### config.mk
export PLATFORM = sky130hd
export DESIGN_NAME = arb_demux_d
export DESIGN_NICKNAME = d
export VERILOG_FILES = /design/src/rtl/arb_demux_d_pkg.sv /design/src/rtl/arb_demux_d_route_stage.sv /design/src/rtl/arb_demux_d.sv
export SDC_FILE = /design/constraint.sdc
export NUM_CORES = 1
export LEC_CHECK = 0
export BUFFER_PORTS_ARGS = -buffer_cell sky130_fd_sc_hd__buf_2
export CAP_MARGIN = 20
export CORE_MARGIN = 4
export CORE_UTILIZATION = 47
export DETAILED_ROUTE_END_ITERATION = 6
export MAX_ROUTING_LAYER = met4
export PLACE_DENSITY = 0.75
export SYNTH_ARGS = -nofsm -noshare
export SYNTH_HDL_FRONTEND = slang
export SYNTH_SLANG_ARGS = --single-unit
### constraint.sdc
create_clock -name clk -period 1.4 [get_ports clk]
set_input_delay 0.07 -clock clk [delete_from_list [all_inputs] [get_ports clk]]
set_output_delay 0.07 -clock clk [all_outputs]
set_load 0.02 [all_outputs]
### src/rtl/arb_demux_d_pkg.sv
// Shared types and defaults for the two-VC arbiter / destination demux.
package arb_demux_d_pkg;

    typedef enum logic {
        IDLE = 1'b0,
        BUSY = 1'b1
    } state_t;

    localparam logic DEST_D0 = 1'b0;
    localparam logic DEST_D1 = 1'b1;

    localparam int DATA_SIZE_DEF = 6;
    localparam int DEST_BIT_DEF  = 4;
    localparam int CNT_W_DEF     = 8;

endpackage

### src/rtl/arb_demux_d_route_stage.sv
// Two-stage read pipeline: s1 tracks the pop source, s2 decodes the destination and pushes.
// Pop to push is 2 cycles; it never stalls, so in-flight words always land regardless of pause.
module arb_demux_d_route_stage
    import arb_demux_d_pkg::*;
#(
    parameter int DATA_SIZE = DATA_SIZE_DEF,
    parameter int DEST_BIT  = DEST_BIT_DEF,
    parameter int CNT_W     = CNT_W_DEF
) (
    input  logic                 clk,
    input  logic                 reset_L,
    input  logic                 pop_vc0,
    input  logic                 pop_vc1,
    input  logic [DATA_SIZE-1:0] vc0_data,
    input  logic [DATA_SIZE-1:0] vc1_data,
    output logic                 s1_valid,
    output logic                 push_d0,
    output logic                 push_d1,
    output logic [DATA_SIZE-1:0] data_d0,
    output logic [DATA_SIZE-1:0] data_d1,
    output logic [CNT_W-1:0]     cnt_d0,
    output logic [CNT_W-1:0]     cnt_d1
);

    logic                 s1_src;
    logic [DATA_SIZE-1:0] word;
    logic                 dest;

    // The VC FIFOs present registered read data one cycle after the pop.
    assign word = s1_src ? vc1_data : vc0_data;
    assign dest = word[DEST_BIT];

    always_ff @(posedge clk) begin
        if (!reset_L) begin
            s1_valid <= 1'b0;
            s1_src   <= 1'b0;
            push_d0  <= 1'b0;
            push_d1  <= 1'b0;
            data_d0  <= '0;
            data_d1  <= '0;
            cnt_d0   <= '0;
            cnt_d1   <= '0;
        end else begin
            s1_valid <= pop_vc0 | pop_vc1;
            s1_src   <= pop_vc1;
            push_d0  <= s1_valid && (dest == DEST_D0);
            push_d1  <= s1_valid && (dest == DEST_D1);
            if (s1_valid) begin
                if (dest == DEST_D1) begin
                    data_d1 <= word;
                end else begin
                    data_d0 <= word;
                end
            end
            if (push_d0) begin
                cnt_d0 <= cnt_d0 + CNT_W'(1);
            end
            if (push_d1) begin
                cnt_d1 <= cnt_d1 + CNT_W'(1);
            end
        end
    end

endmodule

### src/rtl/arb_demux_d.sv
// Strict-priority (vc0 first) arbiter feeding a destination demux; pop to push is 2 cycles.
// Pops stop the same cycle either destination pauses; up to 2 in-flight words still drain.
module arb_demux_d
    import arb_demux_d_pkg::*;
#(
    parameter int DATA_SIZE = DATA_SIZE_DEF,
    parameter int DEST_BIT  = DEST_BIT_DEF,
    parameter int CNT_W     = CNT_W_DEF
) (
    input  logic                 clk,
    input  logic                 reset_L,
    input  logic                 vc0_empty,
    input  logic                 vc1_empty,
    input  logic [DATA_SIZE-1:0] vc0_data,
    input  logic [DATA_SIZE-1:0] vc1_data,
    input  logic                 pause_d0,
    input  logic                 pause_d1,
    output logic                 pop_vc0,
    output logic                 pop_vc1,
    output logic                 push_d0,
    output logic                 push_d1,
    output logic [DATA_SIZE-1:0] data_d0,
    output logic [DATA_SIZE-1:0] data_d1,
    output logic [CNT_W-1:0]     cnt_d0,
    output logic [CNT_W-1:0]     cnt_d1,
    output logic                 active
);

    state_t state;
    logic   go;
    logic   pop_any;
    logic   s1_valid;

    // Destination is unknown until the word is read, so either pause blocks all pops.
    assign go      = reset_L & ~pause_d0 & ~pause_d1;
    assign pop_vc0 = go & ~vc0_empty;
    assign pop_vc1 = go & vc0_empty & ~vc1_empty;
    assign pop_any = pop_vc0 | pop_vc1;

    always_ff @(posedge clk) begin
        if (!reset_L) begin
            state <= IDLE;
        end else begin
            case (state)
                IDLE:    if (pop_any) state <= BUSY;
                BUSY:    if (!pop_any && !s1_valid) state <= IDLE;
                default: state <= IDLE;
            endcase
        end
    end

    assign active = (state == BUSY) | s1_valid | push_d0 | push_d1;

    arb_demux_d_route_stage #(
        .DATA_SIZE (DATA_SIZE),
        .DEST_BIT  (DEST_BIT),
        .CNT_W     (CNT_W)
    ) u_route (
        .clk      (clk),
        .reset_L  (reset_L),
        .pop_vc0  (pop_vc0),
        .pop_vc1  (pop_vc1),
        .vc0_data (vc0_data),
        .vc1_data (vc1_data),
        .s1_valid (s1_valid),
        .push_d0  (push_d0),
        .push_d1  (push_d1),
        .data_d0  (data_d0),
        .data_d1  (data_d1),
        .cnt_d0   (cnt_d0),
        .cnt_d1   (cnt_d1)
    );

endmodule

==> results.cfg <==
[outcome]
status = finished with violations
failed_checks = setup timing

[synthesis]
synth-edff-count = 0
async_flop_share_pct = 0
yosysSeqAreaShare_pct = 47.5
synth_cell_types = 23
synth-compound-area-share_pct = 5.76
synth-adder-area-share_pct = 1.86
synth_top_family_by_area = simple AND/OR/NAND/NOR gates
synth.area.mux_share_pct = 13.8
yosys_most_used_dff = dfxtp_1
ys_warn_count = 0
syn-cell-area_sq_mm = 0.00135
synth_xor_area_share_pct = 5.20
synth_cells = 144
synth-simple-area-share_pct = 21.1
synth-seq-cells = 32
syn_area_per_cell_sq_um = 9.36
syn-num-nets = 164

[routing]
via_count = 1193
first_iter_violations = 53
firstDrtPassIters = 4
viasPerCell = 5.14
wirelength_mm = 3.05
drc_errors = 0
wl_per_cell_microns = 13.1
ant_nets = 0

[floorplan]
die_h_microns = 61.5
start_util_pct = 48.9
coreArea_sq_mm = 0.00276
die_w_microns = 61.5
row_count = 19
ios = 51
dieArea_sq_mm = 0.00379

[place]
gp_congestion = 0.723
pre_cts_slack_ns = 0.148
dp.cells = 220
dpl_cell_area_sq_mm = 0.00162
hpwl_mm = 2.21
portBuffers = 49

[timing]
period_share_pct = 100
slew_violations = 0
rsz0062_at_grt = true
timing.fmax_mhz = 713
clock_skew_ns = 0.00500
hold_violations = 0
fin_crit_ns = 1.40
setup_ws_ns = -0.00260
setup_viol = 1

[clocking]
clock_latency_ns = 0.33
cts_made_buffers = 5
cts_tree = built
clkTransAtPathRegs_ns = 0.09
cts_buffer_depth = 2
cts_root_buffer = clkbuf_4
cts.sinks = 32
cts_max_level = 2

[pwr]
p_per_area_mw_per_mm2 = 929
vdd_drop_max_uv = 710
cellLeakagePower_nw = 0.862

[global_route]
grt_pass1_wl_mm = 5.04
grt_pass1_vias = 1178
track_usage_pct = 19.0
overflow = 0
grt_start_max_net_pins = 21
antenna_found_initial = 0

[critical_path]
critPathCaptureType = output port
cp.arrival_ns = 1.33
worstSetupStartpointType = register
crit_type = reg -> out
required_ns = 1.33
crit_fanout = 2

[cells_and_area]
nets = 220
mostFrequentLayoutCells = buf_2, dfxtp_1, nand2_1
fill_cells = 262
drive_gt1_share_pct = 35.8
n_antenna_cell = 0
syn2layout_area_growth_pct = 28.0
layout_commonest_cell = buf_2
instances_no_fill = 232
seq_area_sq_um = 646
multi_input_area_sq_um = 651
final_area_sq_mm = 0.00173

[flow_run]
maxCapViolCount = 0

[worst_hold_path]
hold_class = in -> reg
## cells by family (layout without fill, tap and decap cells)
logic type                 after synthesis  after routing
muxes                                   18             18
AOI/OAI and AO/OA                       15             15
DFF                                     32             32
and+or+nand+nor                         57             57
xor gates and xnor gates                 8              8
adders and majority gates                2              2
buffers and inverters                   11             68
other                                    1              1
## synth_stat cells (all sizes together) (4+ instances only)
cell,count,area (sq um)
a21oi,8,40.0
buf,5,37.5
clkbuf,4,15.0
dfxtp,32,641
mux2,5,56.3
mux2i,13,130
nand2,23,86.3
nand4,7,65.1
nor2,15,56.3
o21ai,6,30.0
or3,6,37.5
xor2,6,52.6
## per-stage QoR
step	hold slack, ns	total power (W)	util [%]	setup TNS, ns
floorplan	0.146	0.00102	-	0
global placement	0.287	0.00106	58.6	0
detailed placement	0.298	0.00107	58.6	0
CTS	0.0517	0.00163	62.6	-0.00776
global route	0.0788	0.00169	62.6	-0.0507
finish	0.0616	0.00160	62.6	-0.00260
## power breakdown
part	total [W]	switching [W]	internal, W
logic	0.000133	0.0000715	0.0000612
clock network	0.000545	0.000297	0.000248
registers	0.000925	0.00000633	0.000919
## state kept, by name, indices dropped and copies added (netlist names)
signal,count
u_route.push_d0,1
state,1
u_route.s1_valid,1
u_route.data_d1,6
u_route.data_d0,5
u_route.cnt_d1,8
u_route.push_d1,1
u_route.cnt_d0,8
u_route.s1_src,1
## timing repair
| item | 4_1_cts | 5_1_grt |
|---|---|---|
| setup buffers | 2 | 0 |
| endpoints found under the hold margin | 2 | 0 |
| hold buffers | 2 | 0 |
| endpoints found under the setup margin | 1 | 1 |
| resized for setup | 6 | 0 |
| pin swaps | 1 | 0 |
## layout make-up
class	count	area share, %
multi-input cells	101	37.7
flip-flops and latches	32	37.4
repair buffers	58	18.8
clock buffers	8	3.41
well taps	31	2.25
inverters	2	0.435
## metal layers
layer | up-vias | part of all wire (%) | global-route usage [%]
met1 | 544 | 39 | 21.2
li1 | 599 | - | -
met3 | 6 | 8.2 | 6.50
met2 | 44 | 51 | 31.5
met4 | 0 | 1.7 | 6.36
met5 | - | 0 | -
## critical path, cell delays in order, from the launching register on
cell	delay, ns
dfxtp_1	0.32
or4_4	0.53
buf_6	0.15
## path summary, 6_finish.rpt
check / from / end / slack (ns) / cells past startpoint
setup reg to reg: u_route.cnt_d0[1] / u_route.cnt_d0[6] / 0.13 / 4
hold reg to reg: u_route.data_d1[4] / u_route.data_d1[4] / 0.45 / 2
hold / removal: pause_d1 / u_route.s1_valid / 0.06 / 4
setup / recovery: state / active / -0.003 / 2
No activity file was read; power rests on OpenSTA's default activity.
